==> config.mk <==
export PLATFORM = sky130hd
export DESIGN_NAME = id_stage_fwd_flat
export DESIGN_NICKNAME = d
export VERILOG_FILES = /design/src/rtl/id_stage_fwd_if.sv /design/src/rtl/id_stage_fwd.sv /design/src/flat_wrapper.sv
export SDC_FILE = /design/constraint.sdc
export NUM_CORES = 1
export LEC_CHECK = 0
export CORE_ASPECT_RATIO = 0.5
export CORE_MARGIN = 1
export CORE_UTILIZATION = 35
export DETAILED_ROUTE_END_ITERATION = 8
export PLACE_DENSITY = 0.74
export SETUP_SLACK_MARGIN = 0.4
export SYNTH_ARGS = -nofsm -noshare
export SYNTH_HDL_FRONTEND = slang
export SYNTH_SLANG_ARGS = --single-unit
==> constraint.sdc <==
create_clock -name clk -period 12.6 [get_ports clk]
set_clock_uncertainty 0.2 [all_clocks]
set_input_delay 3.15 -clock clk [delete_from_list [all_inputs] [get_ports clk]]
set_output_delay 3.15 -clock clk [all_outputs]
set_load 0.1 [all_outputs]
==> src/rtl/id_stage_fwd_if.sv <==
// Forwarding bus from the downstream writers (EX, MEM, WB, ...) into decode.
// Source i owns fwd_we[i], fwd_waddr[5i+4:5i] and fwd_wdata slice i;
// ex_is_load flags that source 0 is a load whose data is not yet valid.
interface id_stage_fwd_if #(
  parameter int DATA_W = 32,
  parameter int N_FWD  = 3
);
  logic [N_FWD-1:0]        fwd_we;
  logic [5*N_FWD-1:0]      fwd_waddr;
  logic [DATA_W*N_FWD-1:0] fwd_wdata;
  logic                    ex_is_load;

  modport master (output fwd_we, fwd_waddr, fwd_wdata, ex_is_load);
  modport slave  (input  fwd_we, fwd_waddr, fwd_wdata, ex_is_load);
endinterface

==> src/rtl/id_stage_fwd.sv <==
// Decode stage of the 5-stage MIPS pipeline.
// Owns the IF->ID register and an instruction-hold register so that a stall
// survives the synchronous instruction SRAM moving on to the next word.
// Forwards operands from N_FWD downstream writers (lowest index wins),
// raises a one-bubble load-use stall and resolves branches in ID with one
// architectural delay slot (the delay-slot instruction is never killed).
// Optional feature: define ID_EXT_BRANCH_EN to also resolve bne, bgez, bltz,
// bgtz, blez, j and jal; without it only beq can redirect fetch.
module id_stage_fwd #(
  parameter int DATA_W = 32,
  parameter int PC_W   = 32,
  parameter int N_FWD  = 3
) (
  input  logic              clk,
  input  logic              rst,
  input  logic              if_valid,
  input  logic [PC_W-1:0]   if_pc,
  input  logic [31:0]       inst_rdata,
  input  logic              ex_stall,
  input  logic              flush,
  output logic [4:0]        rf_raddr1,
  output logic [4:0]        rf_raddr2,
  input  logic [DATA_W-1:0] rf_rdata1,
  input  logic [DATA_W-1:0] rf_rdata2,
  id_stage_fwd_if.slave     fwd,
  output logic              stall_up,
  output logic              id_valid_out,
  output logic [PC_W-1:0]   id_pc,
  output logic [31:0]       id_inst,
  output logic [DATA_W-1:0] rs_val,
  output logic [DATA_W-1:0] rt_val,
  output logic              br_taken,
  output logic [PC_W-1:0]   br_target
);

  localparam logic [5:0] OP_SPECIAL = 6'h00;
  localparam logic [5:0] OP_REGIMM  = 6'h01;
  localparam logic [5:0] OP_J       = 6'h02;
  localparam logic [5:0] OP_JAL     = 6'h03;
  localparam logic [5:0] OP_BEQ     = 6'h04;
  localparam logic [5:0] OP_BNE     = 6'h05;
  localparam logic [5:0] OP_BLEZ    = 6'h06;
  localparam logic [5:0] OP_BGTZ    = 6'h07;
  localparam logic [5:0] OP_LUI     = 6'h0F;
  localparam logic [5:0] OP_SB      = 6'h28;
  localparam logic [5:0] OP_SH      = 6'h29;
  localparam logic [5:0] OP_SW      = 6'h2B;

  logic              id_v_r;
  logic [PC_W-1:0]   id_pc_r;
  logic [31:0]       inst_hold_r;
  logic              hold_v_r;

  logic [5:0]        opcode_s;
  logic [4:0]        rs_s;
  logic [4:0]        rt_s;
  logic              uses_rs_s;
  logic              uses_rt_s;
  logic [4:0]        ex_waddr_s;
  logic              stallreq_s;
  logic              hold_s;
  logic [PC_W-1:0]   pc_plus4_s;
  logic [PC_W-1:0]   br_rel_s;
  logic              taken_s;
  logic [PC_W-1:0]   target_s;

  // Operand select: scan from the lowest-priority source up so the lowest
  // matching index is the last one written; register 0 always reads as 0.
  function automatic logic [DATA_W-1:0] fwd_sel(
    input logic [4:0]              addr,
    input logic [DATA_W-1:0]       rf_data,
    input logic [N_FWD-1:0]        we,
    input logic [5*N_FWD-1:0]      waddr,
    input logic [DATA_W*N_FWD-1:0] wdata
  );
    logic [DATA_W-1:0] val;
    val = rf_data;
    for (int i = N_FWD - 1; i >= 0; i--) begin
      val = (we[i] && (waddr[5*i +: 5] == addr)) ? wdata[DATA_W*i +: DATA_W] : val;
    end
    return (addr == 5'd0) ? {DATA_W{1'b0}} : val;
  endfunction

  // Pipeline register and hold capture: flush beats hold, hold beats load.
  always_ff @(posedge clk or negedge rst) begin
    if (!rst) begin
      id_v_r      <= 1'b0;
      id_pc_r     <= '0;
      inst_hold_r <= 32'h0000_0000;
      hold_v_r    <= 1'b0;
    end else if (flush) begin
      id_v_r      <= 1'b0;
      hold_v_r    <= 1'b0;
    end else if (hold_s) begin
      if (!hold_v_r) begin
        inst_hold_r <= inst_rdata;
        hold_v_r    <= 1'b1;
      end else begin
        hold_v_r    <= 1'b1;
      end
    end else begin
      id_v_r      <= if_valid;
      id_pc_r     <= if_pc;
      hold_v_r    <= 1'b0;
    end
  end

  // Decode fields, operand forwarding and the load-use hazard check.
  always_comb begin
    id_inst    = hold_v_r ? inst_hold_r : inst_rdata;
    id_pc      = id_pc_r;
    opcode_s   = id_inst[31:26];
    rs_s       = id_inst[25:21];
    rt_s       = id_inst[20:16];
    rf_raddr1  = rs_s;
    rf_raddr2  = rt_s;
    uses_rs_s  = !((opcode_s == OP_LUI) || (opcode_s == OP_J) || (opcode_s == OP_JAL));
    uses_rt_s  = (opcode_s == OP_SPECIAL) || (opcode_s == OP_BEQ) || (opcode_s == OP_BNE) ||
                 (opcode_s == OP_SB) || (opcode_s == OP_SH) || (opcode_s == OP_SW);
    rs_val     = fwd_sel(rs_s, rf_rdata1, fwd.fwd_we, fwd.fwd_waddr, fwd.fwd_wdata);
    rt_val     = fwd_sel(rt_s, rf_rdata2, fwd.fwd_we, fwd.fwd_waddr, fwd.fwd_wdata);
    ex_waddr_s = fwd.fwd_waddr[4:0];
    stallreq_s = id_v_r && fwd.ex_is_load && fwd.fwd_we[0] && (ex_waddr_s != 5'd0) &&
                 ((uses_rs_s && (ex_waddr_s == rs_s)) || (uses_rt_s && (ex_waddr_s == rt_s)));
    hold_s       = stallreq_s || ex_stall;
    stall_up     = hold_s;
    id_valid_out = id_v_r && !stallreq_s && !flush;
  end

  // Branch resolution; only an instruction actually handed to EX may redirect.
  always_comb begin
    pc_plus4_s = id_pc_r + PC_W'(4);
    br_rel_s   = pc_plus4_s + {{(PC_W-18){id_inst[15]}}, id_inst[15:0], 2'b00};
    taken_s    = 1'b0;
    target_s   = br_rel_s;
    case (opcode_s)
      OP_BEQ:    taken_s = (rs_val == rt_val);
`ifdef ID_EXT_BRANCH_EN
      OP_BNE:    taken_s = (rs_val != rt_val);
      OP_REGIMM: begin
        case (rt_s)
          5'd0:    taken_s = rs_val[DATA_W-1];
          5'd1:    taken_s = !rs_val[DATA_W-1];
          default: taken_s = 1'b0;
        endcase
      end
      OP_BGTZ:   taken_s = !rs_val[DATA_W-1] && (rs_val != {DATA_W{1'b0}});
      OP_BLEZ:   taken_s = rs_val[DATA_W-1] || (rs_val == {DATA_W{1'b0}});
      OP_J, OP_JAL: begin
        taken_s  = 1'b1;
        target_s = {pc_plus4_s[PC_W-1:28], id_inst[25:0], 2'b00};
      end
`endif
      default:   taken_s = 1'b0;
    endcase
    br_taken  = id_valid_out && taken_s;
    br_target = br_taken ? target_s : '0;
  end

endmodule

==> src/flat_wrapper.sv <==
// flat-port wrapper written by rule: the top's interface ports become plain ports
module id_stage_fwd_flat 
#(
  parameter int DATA_W = 32,
  parameter int PC_W   = 32,
  parameter int N_FWD  = 3
)
  (clk, rst, if_valid, if_pc, inst_rdata, ex_stall, flush, rf_raddr1, rf_raddr2, rf_rdata1, rf_rdata2, stall_up, id_valid_out, id_pc, id_inst, rs_val, rt_val, br_taken, br_target, fwd_fwd_we, fwd_fwd_waddr, fwd_fwd_wdata, fwd_ex_is_load);
  id_stage_fwd_if #(.DATA_W(DATA_W), .N_FWD(N_FWD)) fwd_i ();
  input  logic clk;
  input  logic rst;
  input  logic if_valid;
  input  logic [PC_W-1:0] if_pc;
  input  logic [31:0] inst_rdata;
  input  logic ex_stall;
  input  logic flush;
  output logic [4:0] rf_raddr1;
  output logic [4:0] rf_raddr2;
  input  logic [DATA_W-1:0] rf_rdata1;
  input  logic [DATA_W-1:0] rf_rdata2;
  output logic stall_up;
  output logic id_valid_out;
  output logic [PC_W-1:0] id_pc;
  output logic [31:0] id_inst;
  output logic [DATA_W-1:0] rs_val;
  output logic [DATA_W-1:0] rt_val;
  output logic br_taken;
  output logic [PC_W-1:0] br_target;
  input wire logic [$bits(fwd_i.fwd_we)-1:0] fwd_fwd_we;
  input wire logic [$bits(fwd_i.fwd_waddr)-1:0] fwd_fwd_waddr;
  input wire logic [$bits(fwd_i.fwd_wdata)-1:0] fwd_fwd_wdata;
  input wire logic [$bits(fwd_i.ex_is_load)-1:0] fwd_ex_is_load;
  assign fwd_i.fwd_we = fwd_fwd_we;
  assign fwd_i.fwd_waddr = fwd_fwd_waddr;
  assign fwd_i.fwd_wdata = fwd_fwd_wdata;
  assign fwd_i.ex_is_load = fwd_ex_is_load;
  id_stage_fwd #(.DATA_W(DATA_W), .PC_W(PC_W), .N_FWD(N_FWD)) u_core (.clk(clk), .rst(rst), .if_valid(if_valid), .if_pc(if_pc), .inst_rdata(inst_rdata), .ex_stall(ex_stall), .flush(flush), .rf_raddr1(rf_raddr1), .rf_raddr2(rf_raddr2), .rf_rdata1(rf_rdata1), .rf_rdata2(rf_rdata2), .fwd(fwd_i), .stall_up(stall_up), .id_valid_out(id_valid_out), .id_pc(id_pc), .id_inst(id_inst), .rs_val(rs_val), .rt_val(rt_val), .br_taken(br_taken), .br_target(br_target));
endmodule
==> impl_metrics.json <==
{
  "synth_top_flop_cell": "dfrtp_1",
  "worstMarginPinSlew_ps": 1150,
  "placed_area_um2": 12400,
  "grt_pass1_vias": 8979,
  "worstPathMaxFanout": 33,
  "root_buffer": "clkbuf_16",
  "cts_inserted_buffers": 9,
  "clkTransAtPathRegs_ps": 60,
  "cts.sinks": 66,
  "cp.required_ps": 9250,
  "p_leak_nw": 5.33,
  "tns_ps": 0,
  "antenna_found_initial": 0,
  "die_y_um": 107,
  "yosys_warnings": 0,
  "coreArea_um2": 21100,
  "synth.avg_cell_area_um2": 8.59,
  "holdCritStartpoint": "u_core.inst_hold_r[0]",
  "grt_pass1_wl_um": 51000,
  "grt_start_max_net_pins": 67,
  "synth_common_cells": "o21ai_0 (102), mux2_2 (70), dfrtp_1 (66), nand2_1 (58)",
  "max_freq_mhz": 86.3,
  "synthCells": 896,
  "synth-seq-cells": 66,
  "port_buffers": 420,
  "synthesis.nets": 1202,
  "synth_top_area_cell": "dfrtp_1",
  "crit_path_end_kind": "primary output",
  "dr.pass1.iters": 8,
  "rows": 37,
  "layout.nets": 1586,
  "fp.dieW_um": 212,
  "power.density_nw_per_um2": 127,
  "ios": 421,
  "cts_tree": "yes",
  "vdd_drop_max_v": 0.0000942,
  "synth_async_sr_flop_share_pct": 100,
  "synth_edf_count": 0,
  "min_to": "u_core.inst_hold_r[0]",
  "detail-route-antenna-nets": 0,
  "wl_per_cell_um": 21.7,
  "post-route-min-period_ps": 11580,
  "hold_depth": 2,
  "rr_endpoint": "u_core.inst_hold_r[2]",
  "stdcell_area_um2": 12800,
  "vias": 8818,
  "gr-usage-all-layers_pct": 29.3,
  "fill_cells": 1807,
  "dpl_worst_slack_ps": 1070,
  "synth_top_area_share_pct": 21.5,
  "fin_crit_sh_pct": 91.9,
  "critPathLaunchType": "input pin",
  "cts_hold_buf": 0,
  "clk_latency_ps": 340,
  "synthDistinctLibCells": 65,
  "setup_ws_ps": 1020,
  "holdCritPathClass": "register to register",
  "overflow": 0,
  "cts_buffer_depth": 2,
  "die_area_um2": 22600,
  "post_cts_resized": 0,
  "seq_area_frac_synth_pct": 21.5,
  "rsz0062_at_grt": "false",
  "vias_per_cell": 5.60,
  "drv_cap": 0,
  "start_util_pct": 36.5,
  "drt_wl_total_um": 34200,
  "gp_congestion": 1.01,
  "antenna_cells": 0,
  "finalPower_mw": 1.62,
  "criticalPathCategory": "input pin to primary output",
  "dp_hpwl_um": 27300,
  "slew_viol_final": 0,
  "setup_viol": 0,
  "slew_headroom_pct": 23.7,
  "hold_ws_ps": 284,
  "r2r_start": "u_core.hold_v_r",
  "regToRegSetupSlack_ps": 8270,
  "post_cts_buffers": 0,
  "arrival_ps": 8230,
  "areaGrowthSynthToFinish_pct": 65.7,
  "r2r.worst_path.cells": 11,
  "synth.most_common_cell": "o21ai_0",
  "synth.area.top_cells": "dfrtp_1 (21%), mux2_2 (10%), ha_1 (9.3%)",
  "hold_viol": 0,
  "layout-drive-gt1-share_pct": 12.9,
  "drt_iter0_drc": 779,
  "htreeDepth": 3,
  "outcome": "finished, final reports clean",
  "drc_errors": 0,
  "synth_area_um2": 7700
}
==> how the worst max path moves through the flow <==
stage	startpoint	endpoint	slack, ps	depth (start not counted)
final	inst_rdata[16]	br_target[31]	1020	14
after global routing	inst_rdata[16]	br_target[31]	620	14
after CTS	inst_rdata[16]	br_target[31]	1040	14
after detailed placement	inst_rdata[19]	br_target[31]	1070	16
after global placement	inst_rdata[19]	br_target[31]	1050	16
after floorplan	inst_rdata[23]	br_target[26]	410	14
==> layout by cell type, fill, tap and decap left out, types with 12 or more instances in the layout <==
master | netlist | final
o21ai_0 | 102 | 74
xor2_1 | 27 | 27
a221oi_1 | 17 | 17
o21ai_1 | 1 | 28
nand2_1 | 58 | 58
a21o_1 | 12 | 12
a21oi_1 | 33 | 33
a222oi_1 | 24 | 24
mux2_1 | 14 | 14
dfrtp_1 | 66 | 65
clkdlybuf4s50_1 | 0 | 378
buf_12 | 0 | 33
mux2i_1 | 15 | 15
nand3_1 | 24 | 24
inv_1 | 57 | 57
buf_4 | 13 | 23
mux2_2 | 70 | 70
nor2_1 | 18 | 16
and3_1 | 23 | 23
ha_1 | 57 | 57
xnor2_1 | 54 | 54
nor3_1 | 14 | 14
and2_1 | 24 | 24
==> report_power, final <==
part	internal, mW	total (mW)	switching (mW)	leakage, nW
clock network	0.192	0.292	0.0993	0.163
registers	0.246	0.271	0.0254	0.788
logic	0.346	1.06	0.710	4.38
total	0.784	1.62	0.835	5.33
==> per-stage QoR <==
step | cells | util (%)
floorplan | 896 | -
global placement | 1561 | 59.0
detailed placement | 1561 | 59.0
CTS | 1576 | 60.6
global route | 1576 | 60.6
finish | 1576 | 60.6
==> routing by layer <==
metal | GRT usage, % | vias up | share of wire (%)
li1 | - | 4061 | -
met1 | 35.3 | 4263 | 40
met4 | 10.4 | 0 | 2.9
met3 | 4.89 | 71 | 7.1
met2 | 52.8 | 423 | 49
met5 | 0 | - | 0
==> worst max-delay path, stage by stage <==
cell and delay (ps):
clkdlybuf4s50_1 480, mux2i_4 270, xnor2_1 100, nor4_1 260, nand3_1 420, and2_1 680, a222oi_1 650, xor2_1 230
nand3_1 130, or4b_1 610, nor4_4 310, buf_4 360, nor4b_4 330, buf_12 220
==> logic make-up (layout without fill, tap and decap cells) <==
group                      count (synthesis)  count (layout)  synth area share (%)
AOI/OAI and AO/OA                        249             249                  21.4
and+or+nand+nor                          215             215                  15.3
adders and majority gates                 58              58                  9.52
buffers and inverters                    120             508                  6.84
xor gates and xnor gates                  81              81                  9.22
muxes                                    107             107                  16.2
DFF                                       66              66                  21.5
==> registers in the layout (all words and copies together) (netlist names) <==
| name | flops |
|---|---|
| u_core.inst_hold_r | 32 |
| u_core.id_pc | 32 |
| u_core.hold_v_r | 1 |
| u_core.id_v_r | 1 |
==> area by class of cell <==
cell class	count	area, um^2	area share (%)
clock buffers	10	229	1.80
clock inverters	5	104	0.814
inverters	58	218	1.71
multi-input cells	710	5560	43.6
flip-flops and latches	66	1650	13.0
well taps	292	365	2.86
repair buffers	435	4620	36.2
No activity file was read; power rests on OpenSTA's default activity.
